**src/rtl/xor_pkg.sv**
```systemverilog
// +----------------------------------------------------------------------------+
// | xor_pkg: mode encoding shared by the conditional-invert/negate/XOR path.   |
// | Revision: 1.0                                                              |
// +----------------------------------------------------------------------------+
`default_nettype none

package xor_pkg;

    typedef logic [1:0] mode_t;

    localparam mode_t MODE_PASS = 2'b00;
    localparam mode_t MODE_INV  = 2'b01;
    localparam mode_t MODE_NEG  = 2'b10;
    localparam mode_t MODE_XOR  = 2'b11;

endpackage : xor_pkg

`default_nettype wire

```
**src/rtl/word_xor.sv**
```systemverilog
// +----------------------------------------------------------------------------+
// | word_xor: combinational bitwise a ^ mask, reusable by ALU operand paths.   |
// | Revision: 1.0                                                              |
// +----------------------------------------------------------------------------+
`default_nettype none

module word_xor #(
    parameter int WIDTH = 8
) (
    input  logic [WIDTH-1:0] a,
    input  logic [WIDTH-1:0] mask,
    output logic [WIDTH-1:0] y
);

    assign y = a ^ mask;

endmodule : word_xor

`default_nettype wire

```
**src/rtl/xor_neg_pipe.sv**
```systemverilog
// +----------------------------------------------------------------------------+
// | xor_neg_pipe: two-stage PASS/INV/NEG/XOR unit with valid/ready and flags.  |
// | Revision: 1.0                                                              |
// +----------------------------------------------------------------------------+
`default_nettype none

module xor_neg_pipe
    import xor_pkg::*;
#(
    parameter int WIDTH = 8
) (
    input  logic             clk,
    input  logic             rst,
    input  logic             in_valid,
    output logic             in_ready,
    input  logic [1:0]       in_mode,
    input  logic [WIDTH-1:0] in_a,
    input  logic [WIDTH-1:0] in_b,
    output logic             out_valid,
    input  logic             out_ready,
    output logic [WIDTH-1:0] out_data,
    output logic             out_zero,
    output logic             out_parity,
    output logic             out_carry,
    output logic             out_ovf
);

    localparam logic [WIDTH-1:0] MOST_NEG = {1'b1, {(WIDTH-1){1'b0}}};

    // Stage 1 state
    logic             s1_valid_q, s1_valid_d;
    logic [WIDTH-1:0] s1_x_q,     s1_x_d;
    logic             s1_inc_q,   s1_inc_d;
    logic             s1_ovf_q,   s1_ovf_d;

    // Stage 2 state (drives the outputs directly)
    logic             s2_valid_q,  s2_valid_d;
    logic [WIDTH-1:0] s2_data_q,   s2_data_d;
    logic             s2_zero_q,   s2_zero_d;
    logic             s2_parity_q, s2_parity_d;
    logic             s2_carry_q,  s2_carry_d;
    logic             s2_ovf_q,    s2_ovf_d;

    logic             s2_load;
    logic             s1_adv;
    mode_t            mode;
    logic [WIDTH-1:0] mask;
    logic [WIDTH-1:0] x_in;
    logic [WIDTH:0]   sum;

    assign mode    = mode_t'(in_mode);
    assign s2_load = !s2_valid_q || out_ready;
    assign s1_adv  = !s1_valid_q || s2_load;
    assign in_ready = s1_adv && !rst;

    always_comb begin
        mask = '0;
        case (mode)
            MODE_INV, MODE_NEG: mask = '1;
            MODE_XOR:           mask = in_b;
            default:            mask = '0;
        endcase
    end

    word_xor #(
        .WIDTH (WIDTH)
    ) u_word_xor (
        .a    (in_a),
        .mask (mask),
        .y    (x_in)
    );

    // Carry can only be set by the NEG increment since a zero addend never carries.
    assign sum = {1'b0, s1_x_q} + {{WIDTH{1'b0}}, s1_inc_q};

    always_comb begin
        s1_valid_d = s1_valid_q;
        s1_x_d     = s1_x_q;
        s1_inc_d   = s1_inc_q;
        s1_ovf_d   = s1_ovf_q;
        if (s1_adv) begin
            s1_valid_d = in_valid;
            s1_x_d     = x_in;
            s1_inc_d   = (mode == MODE_NEG);
            s1_ovf_d   = (mode == MODE_NEG) && (in_a == MOST_NEG);
        end
    end

    always_comb begin
        s2_valid_d  = s2_valid_q;
        s2_data_d   = s2_data_q;
        s2_zero_d   = s2_zero_q;
        s2_parity_d = s2_parity_q;
        s2_carry_d  = s2_carry_q;
        s2_ovf_d    = s2_ovf_q;
        if (s2_load) begin
            s2_valid_d  = s1_valid_q;
            s2_data_d   = sum[WIDTH-1:0];
            s2_zero_d   = (sum[WIDTH-1:0] == '0);
            s2_parity_d = ^sum[WIDTH-1:0];
            s2_carry_d  = sum[WIDTH];
            s2_ovf_d    = s1_ovf_q;
        end
    end

    always_ff @(posedge clk or posedge rst) begin
        if (rst) begin
            s1_valid_q  <= 1'b0;
            s1_x_q      <= '0;
            s1_inc_q    <= 1'b0;
            s1_ovf_q    <= 1'b0;
            s2_valid_q  <= 1'b0;
            s2_data_q   <= '0;
            s2_zero_q   <= 1'b0;
            s2_parity_q <= 1'b0;
            s2_carry_q  <= 1'b0;
            s2_ovf_q    <= 1'b0;
        end else begin
            s1_valid_q  <= s1_valid_d;
            s1_x_q      <= s1_x_d;
            s1_inc_q    <= s1_inc_d;
            s1_ovf_q    <= s1_ovf_d;
            s2_valid_q  <= s2_valid_d;
            s2_data_q   <= s2_data_d;
            s2_zero_q   <= s2_zero_d;
            s2_parity_q <= s2_parity_d;
            s2_carry_q  <= s2_carry_d;
            s2_ovf_q    <= s2_ovf_d;
        end
    end

    assign out_valid  = s2_valid_q;
    assign out_data   = s2_data_q;
    assign out_zero   = s2_zero_q;
    assign out_parity = s2_parity_q;
    assign out_carry  = s2_carry_q;
    assign out_ovf    = s2_ovf_q;

endmodule : xor_neg_pipe

`default_nettype wire

```
**config.mk**
```make
export PLATFORM = sky130hd
export DESIGN_NAME = xor_neg_pipe
export DESIGN_NICKNAME = d
export VERILOG_FILES = /design/src/rtl/xor_pkg.sv /design/src/rtl/word_xor.sv /design/src/rtl/xor_neg_pipe.sv
export SDC_FILE = /design/constraint.sdc
export NUM_CORES = 1
export LEC_CHECK = 0
export CORE_ASPECT_RATIO = 0.75
export CORE_UTILIZATION = 50
export DETAILED_ROUTE_END_ITERATION = 6
export HOLD_SLACK_MARGIN = 0.1
export PLACE_DENSITY = 0.93
export SYNTH_ARGS = -nofsm -noshare
export SYNTH_HDL_FRONTEND = slang
export SYNTH_HIERARCHICAL = 1
export SYNTH_SLANG_ARGS = --single-unit
```
**constraint.sdc**
```tcl
create_clock -name clk -period 3.5 [get_ports clk]
set_input_delay 0.35 -clock clk [delete_from_list [all_inputs] [get_ports clk]]
set_output_delay 0.35 -clock clk [all_outputs]
set_load 0.01 [all_outputs]
```
; ---- Yosys cells after proc, flatten, opt, wreduce, memory -nomap -nowiden
; Cells that the tools add are included.
[word_totals]
register_bits = 24
latch_bits = 0
ramBits = 0
mem_bits_ro = 0
in_bits = 22
wordCells = 27
n_memories = 0
[classes]
add_sub_neg = 1
n_mul = 0
div = 0
magnitude_cmp = 0
n_eq_ne = 4
shift = 0
muxes = 1
n_bitwise = 1
n_reduce_logical = 10
[op_table]
columns = op, n
row1 = case mux 8 bit (2 select lines), 1
row2 = adder 8 x 1 -> 9 bit, 1
row3 = "equality test 8 bit, second input constant", 1
row4 = logical NOT 8 bit, 1
row5 = XOR reduction 8 bit, 1
row6 = bitwise XOR 8 bit, 1
row7 = "equality test 2 bit, second input constant", 2
row8 = logical NOT 1 bit, 3
row9 = "equality test 2 x 1 -> 1 bit, second input constant", 1
row10 = logical AND 1 bit, 2
row11 = logical OR 1 bit, 2
row12 = OR reduction 2 bit, 1

; ---- Logic depth before layout (Yosys ltp)
[depth]
depth_word = 4
depth_mapped = 8

; ---- Cells and area by module
; The synthesis kept the hierarchy.
[modules_own_cells]
columns = mod, instances, cells_each, area_each_um2
row1 = xor_neg_pipe, 1, 132, 1288.7
row2 = word_xor, 1, 8, 70.1

; ---- Worst setup path before layout
; Ideal clock, no wire load.
[synth_timing]
path_kind = register to register
from = register s1_x_q[0]
to = register s2_parity_q (netlist: out_parity)
setup_ns = 0.135
arrival_ns = 1.739
t_required_ns = 3.365
setup_slack_ns = 1.626
path_stages_with_launch = 9
n_path_buf = 0
synth_period_minus_slack_ns = 1.874
cell_sequence = dfrtp_1 ha_1 nand3_1 or3_1 and2_2 ha_1 xnor2_1 xnor2_1 o21ai_0
[synth_between]
elab_chain_cells = 2
[synth_lines]
columns = element, line
row1 = start: declaration, xor_neg_pipe.sv:32  ; logic [WIDTH-1:0] s1_x_q, s1_x_d;
row2 = start signal: assignment, xor_neg_pipe.sv:109  ; s1_x_q <= '0;
row3 = start signal: assignment, xor_neg_pipe.sv:120  ; s1_x_q <= s1_x_d;
row4 = adder 8 x 1 -> 9 bit, xor_neg_pipe.sv:74  ; assign sum = {1'b0, s1_x_q} + {{WIDTH{1'b0}}, s1_inc_q};
row5 = XOR reduction 8 bit, xor_neg_pipe.sv:100  ; s2_parity_d = ^sum[WIDTH-1:0];
row6 = end signal: assignment, xor_neg_pipe.sv:126  ; s2_parity_q <= s2_parity_d;
row7 = end: declaration, xor_neg_pipe.sv:40  ; logic s2_parity_q, s2_parity_d;
; No other way between the ends.
; A chain may end at the register's enable or synchronous reset.

; ---- Worst setup path in the final report
; Same ends and word-level chain as after synthesis.

==> flow_summary.ini <==
[status]
outcome = complete, no violations

[timing]
worst_slew_pin_slew_ns = 0.860
slew_headroom_pct = 42.6
fmax_ghz = 0.478
fin_crit_ns = 2.09
drv_slew = 0
whs_ns = 0.486
hold_viol = 0
clock_skew_ns = 0.00233
period_share_pct = 59.8
setup_viol = 0
grt_setup_unrepaired = no
fin_setup_tns_ns = 0

[critical_path]
regToRegSetupSlack_ns = 1.41
reg2reg_from = s1_x_q[0]
required_ns = 3.70
endpoint_kind = flop
start_kind = flop
crit_arrival_ns = 2.29
reg2reg_to = out_parity
reg2reg_depth = 8
crit_slowest_cell = dfrtp_1
slowest_delay_ns = 0.42
cp_max_fo = 3
path_class = reg2reg
crit_chain = ha_1, nand3_1, or3_1, and2_2, ha_1, xnor2_1, xnor2_1, o21ai_0

[floorplan]
dieHeight_um = 47.1
row_count = 15
io_pins = 36
start_util_pct = 55.7
die_area_um2 = 2930
core_um2 = 2440
dieWidth_um = 62.2

[power_and_ir_drop]
ir_worst_vdd_mv = 0.176
p_sw_share_pct = 32.1
power_w = 0.000804
power_per_cell_area_nw_per_um2 = 458
p_int_w = 0.000546
combPwrFrac_pct = 39.4
pwr-share-clk_pct = 14.4
pwr-share-seq_pct = 46.2
switching_power_w = 0.000258
total_leakage_power_nw = 0.750

[synthesis]
synth.most_common_cell = dfrtp_1
ys_seq_area_share_pct = 44.2
yosys-top-cells-area = dfrtp_1 (44%), ha_1 (9.2%), mux2_2 (6.6%)
synth_edf_count = 0
synth_xor_area_share_pct = 9.67
synth-compound-area-share_pct = 9.85
synthMuxAreaShare_pct = 6.63
synth_top_area_share_pct = 44.2
async_flop_share_pct = 100
synthAdderAreaFrac_pct = 9.21
synth_top_family_by_area = simple AND/OR/NAND/NOR gates
yosys.cell_types.count = 27
synth_flop_cell = dfrtp_1
synth_warnings = 6
synth-simple-area-share_pct = 16.6
syn_area_um2 = 1360
syn_inst = 140
ys_ff_latch = 24
syn_nets = 172
syn-mean-instance-area_um2 = 9.71
synth_commonest_cells = dfrtp_1 (24), nor2_1 (15), a21oi_1 (12), ha_1 (10), xor2_1 (10)
synth_area_leader_cell = dfrtp_1

[global_routing]
grt_pass1_wl_mm = 4.39
overflow = 0
grt_pass1_vias = 1048
grt_use_total_pct = 20.2
grt_max_degree = 25
antenna_found_initial = 0

[cts]
clk_pin_slew_worst_paths_ns = 0.12
cts_tree = done
cts_hold_buffers = 0
clk_latency_ns = 0.31
post_cts_buffers = 0
clock_path_buffers = 2
clockRootBuffer = clkbuf_4
cts-resized-gates = 0
numCtsBuffers = 3
h-tree-depth = 1
clock-sinks = 24

[drt]
first_pass_iters = 4
drtIter0Drc = 31
ant_nets = 0
dr_total_vias = 1102
drc = 0
drt-total-wl_mm = 2.70
routed_via_density = 5.32
wl_per_cell_um = 13.0

[placement]
io_buffers = 35
dp.cells = 204
dp_hpwl_mm = 2.18
place_congestion = 0.810

[final_layout]
fin_util_pct = 71.9
layout-drive-gt1-share_pct = 8.09
multi_input_area_um2 = 706
layoutNonFillerInstCount = 207
fin_nets = 207
diodes = 0
seqCellArea_um2 = 601
area_delta_synth_final_pct = 29.2
nFillCells = 195

[worst_hold_path]
holdPathEnd = out_zero
min_delay_path_depth = 2
holdCritStartpoint = out_zero
hp-class = reg2reg

[run]
max-cap-violations = 0
-- power by group through the flow --
stage,sequential (W),combinational (W),clock (W)
global route,0.000380,0.000349,0.000127
floorplan,0.000383,0.000178,0
finish,0.000371,0.000317,0.000116
CTS,0.000372,0.000319,0.000120
global placement,0.000372,0.000304,0
detailed placement,0.000378,0.000317,0
-- flip-flops by register name (all words and copies together), names as in the netlist --
| signal | flops |
|---|---|
| out_data | 8 |
| s1_inc_q | 1 |
| s1_x_q | 8 |
| out_carry | 1 |
| out_valid | 1 |
| out_ovf | 1 |
| out_parity | 1 |
| out_zero | 1 |
| s1_ovf_q | 1 |
| s1_valid_q | 1 |
-- area by class of cell --
class,instances,area share (%)
inverters,7,1.50
multi-input cells,103,40.2
well taps,34,2.42
clock buffers,3,1.28
repair buffers,36,20.4
flip-flops and latches,24,34.2
-- layout by cell type, fill, tap and decap left out --
master	instances
a21oi_1	12
a221o_1	1
a31oi_1	2
and2_1	1
and2_2	1
and4_1	1
and4_2	1
buf_4	1
clkbuf_4	3
clkdlybuf4s50_1	35
dfrtp_1	24
ha_1	10
inv_1	7
mux2_2	8
nand2_1	9
nand2b_1	3
nand3_1	5
nand3b_1	2
nand4_1	3
nor2_1	15
nor2b_1	1
nor4_1	1
o21ai_0	9
o22ai_1	1
or3_1	2
xnor2_1	5
xor2_1	10
-- stage by stage --
step / setup WS [ns] / cell area (um2)
floorplan: 1.63 / 1360
global placement: 1.49 / 1730
detailed placement: 1.40 / 1730
CTS: 1.42 / 1760
global route: 1.27 / 1760
finish: 1.41 / 1760
-- how the worst max path moves through the flow --
| stage | end | startpoint | cells past startpoint | slack [ns] |
|---|---|---|---|---|
| final | out_parity | s1_x_q[0] | 8 | 1.41 |
| after global routing | out_parity | s1_inc_q | 8 | 1.27 |
| after CTS | out_parity | s1_inc_q | 8 | 1.42 |
| after detailed placement | s1_x_q[1] | in_mode[0] | 7 | 1.40 |
| after global placement | s1_x_q[4] | in_mode[0] | 7 | 1.49 |
| after floorplan | out_parity | s1_x_q[0] | 8 | 1.63 |
-- kinds of logic (layout without fill, tap and decap cells) --
logic type,after synthesis,after routing
adders and majority gates,10,10
AOI/OAI and AO/OA,25,25
xor gates and xnor gates,15,15
buffers and inverters,13,46
DFF,24,24
and+or+nand+nor,45,45
muxes,8,8
-- worst max-delay path: cells and delay by family, from the launching register on --
kind            cells  cell delay (ns)
flops               1             0.42
compound gates      1             0.10
simple gates        3             0.63
xor+xnor            2             0.34
fa+ha+maj           2             0.49
-- per-layer routing --
layer / wire (um) / vias to the layer above / global-route usage, %
li1: - / 543 / -
met4: 41 / 0 / 12.1
met3: 123 / 4 / 2.91
met1: 1140 / 521 / 21.0
met5: 0 / - / 0
met2: 1390 / 34 / 41.3
No activity file was read; power rests on OpenSTA's default activity.
==> edit, RTL diff (same settings) <==
`WIDTH` is set to 8 in 2 places; all go to 10.
--- a/src/rtl/word_xor.sv
+++ b/src/rtl/word_xor.sv
@@ -5,7 +5,7 @@
 `default_nettype none
 
 module word_xor #(
-    parameter int WIDTH = 8
+    parameter int WIDTH = 10
 ) (
     input  logic [WIDTH-1:0] a,
     input  logic [WIDTH-1:0] mask,
--- a/src/rtl/xor_neg_pipe.sv
+++ b/src/rtl/xor_neg_pipe.sv
@@ -7,7 +7,7 @@
 module xor_neg_pipe
     import xor_pkg::*;
 #(
-    parameter int WIDTH = 8
+    parameter int WIDTH = 10
 ) (
     input  logic             clk,
     input  logic             rst,
Interface: changed (resized in_a, in_b and out_data); port bits go from 36 to 42. The function was not compared with the original's and may differ.
==> edit against the original RTL <==
Cell area grew 21%; combinational power grew 26%; worst setup slack lost 0.35 ns; final cell count grew 16%; non-clock buffer count grew 5; total power grew 35%; wire length grew 21%; first-iteration DRC count grew 77%; area after synthesis grew 19%; sequential power grew 19%; sequential cell count grew 4; synthesized cell count grew 18%; largest cell class unchanged; largest power group unchanged; highest routed layer unchanged.
==> edit: results (changes against the original RTL) <==
stage,metric,value,unit,change
clock_network,"CTS clk-pin slew, worst paths",0.10,ns,-0.02 ns
synthesis,"Primary FF master, synth",dfrtp_1,,
synthesis,Area contributors post-synth,"dfrtp_1 (43%), ha_1 (7.7%), mux2_2 (7.7%)",,
drt,Detailed Route Iter0 Violations,55,,+77%
clock_network,H-tree levels,1,,unchanged
hold_path,Worst Hold Depth,2,,unchanged
sta,Hold WS,0.492,ns,+0.00632 ns
outcome,status,"finished, final reports clean",,
global_route,initial antenna violation count,0,,unchanged
worst_setup_path,Worst R2R Path Depth,8,,unchanged
clock_network,Skew-Pair Late Insertion Delay,0.27,ns,-0.04 ns
drt,Initial DRT Pass Iterations,4,,unchanged
global_route,vias in the first global route,1264,,+21%
worst_setup_path,reg-to-reg critical path startpoint,s1_x_q[0],,
sta,Worst Skew,0.00554,ns,+0.00320 ns
worst_setup_path,"reg-to-reg slack, setup",1.06,ns,-0.35 ns
sta,Worst-Margin Slew,1.02,ns,+0.157 ns
place,number of port buffers,41,,+17%
power,Psw,0.321,mW,+24%
place,final estimated routing congestion in global placement,0.779,,-3.8%
synthesis,sequential area share after synthesis,43.3,%,-0.89 points
place,placed cells,237,,+16%
worst_setup_path,critical path arrival,2.57,ns,+0.28 ns
clock_network,CTS Buf Count,3,,unchanged
clock_network,CTS resizes,0,,unchanged
power,peak supply drop,0.000338,V,+93%
hold_path,Worst Hold Endpoint,out_carry,,
cells_and_area,fraction of layout cells with a size suffix above 1,8.87,%,+0.77 points
synthesis,Yosys Warn Count,6,,unchanged
global_route,largest net degree at the start of global routing,29,,+16%
global_route,GRT Total Usage,21.4,%,+1.2 points
synthesis,Mapped Cells,165,,+18%
clock_network,worst-case clock buffer depth,2,,unchanged
power,leakage power,0.902,nW,+20%
drt,vias per cell,5.46,,+2.5%
synthesis,Syn Nets,201,,+17%
clock_network,post-CTS setup repair buffer count,0,,unchanged
cells_and_area,Antenna Cells,0,,unchanged
worst_setup_path,R2R Path End,out_parity,,
drt,Total Routed Length,3250,um,+21%
global_route,first-pass GRT wire length,5520,um,+26%
place,area post-placement,2050,um^2,+18%
clock_network,Clock Tree Root,clkbuf_8,,
synthesis,"Async S/R FF share, synth",100,%,unchanged
worst_setup_path,Max Fanout on Critical Path,5,,+2
hold_path,Hold Path Class,flip-flop to flip-flop,,
synthesis,commonest cells in the netlist,"dfrtp_1 (28), nor2_1 (20), a21oi_1 (15), xor2_1 (13), mux2_2 (11)",,
synthesis,Synth cell types,29,,+7.4%
drt,Routed WL per cell,13.5,um,+3.5%
place,Post-DP HPWL,2480,um,+14%
hold_path,HP Start,out_carry,,
edit: changes by cell type after synthesis, sizes merged, moves of 3 or more:
cell and delta:
dfrtp +4, and2 +3, mux2 +3, o31ai +3, a31oi +3, xor2 +3
a21oi +3, nor2 +5, or4 +4
edit: area by class of cell:
class                           count  area (um^2)
Clock inverter                      1         30.0
Fill cell                         213          880
Inverter                            7         26.3
Multi-Input combinational cell    123          863
Clock buffer                        3         41.3
Tap cell                           38         47.5
Sequential cell                    28          701
Timing Repair Buffer               41          410
edit: power groups by stage:
stage               Clock (mW)  Combinational [mW]  Sequential, mW
floorplan                    0               0.235           0.451
global placement             0               0.384           0.442
detailed placement           0               0.396           0.445
CTS                      0.255               0.403           0.439
global route             0.270               0.439           0.447
finish                   0.251               0.398           0.440
edit: worst max-delay path by stage:
stage	endpoint	startpoint	cells after the start
2_1_floorplan	out_parity	s1_x_q[0]	8
3_3_place_gp	s1_x_q[0]	out_ready	4
3_5_place_dp	out_parity	s1_x_q[0]	8
4_1_cts	out_parity	s1_x_q[0]	8
5_1_grt	out_parity	s1_x_q[0]	8
6_report	out_parity	s1_x_q[0]	8
edit: logic make-up after synthesis:
kind of cell / synth area share (%)
AOI/OAI and AO/OA: 10.1
xor gates and xnor gates: 10.1
adders and majority gates: 7.73
buffers and inverters: 3.33
DFF: 43.3
muxes: 8.28
and+or+nand+nor: 17.2
edit: per-stage QoR:
step	total power, mW	setup slack, ns
after floorplan	0.686	1.33
after global placement	0.827	1.15
after detailed placement	0.841	1.10
after CTS	1.10	1.09
after global routing	1.16	0.937
final	1.09	1.06
edit: critical path, cell delays in order, from the launching register on:
cell     delay, ns
dfrtp_1       0.40
ha_1          0.21
nand3_1       0.17
or4_1         0.58
and2_1        0.19
ha_1          0.30
xnor3_1       0.22
xnor2_1       0.14
o21ai_0       0.09
edit: routing by layer:
layer	wire, um	global-route usage, %	vias up
met4	7	1.42	0
met2	1550	36.3	40
li1	-	-	651
met3	157	6.03	2
met5	0	0	-
met1	1540	28.1	622
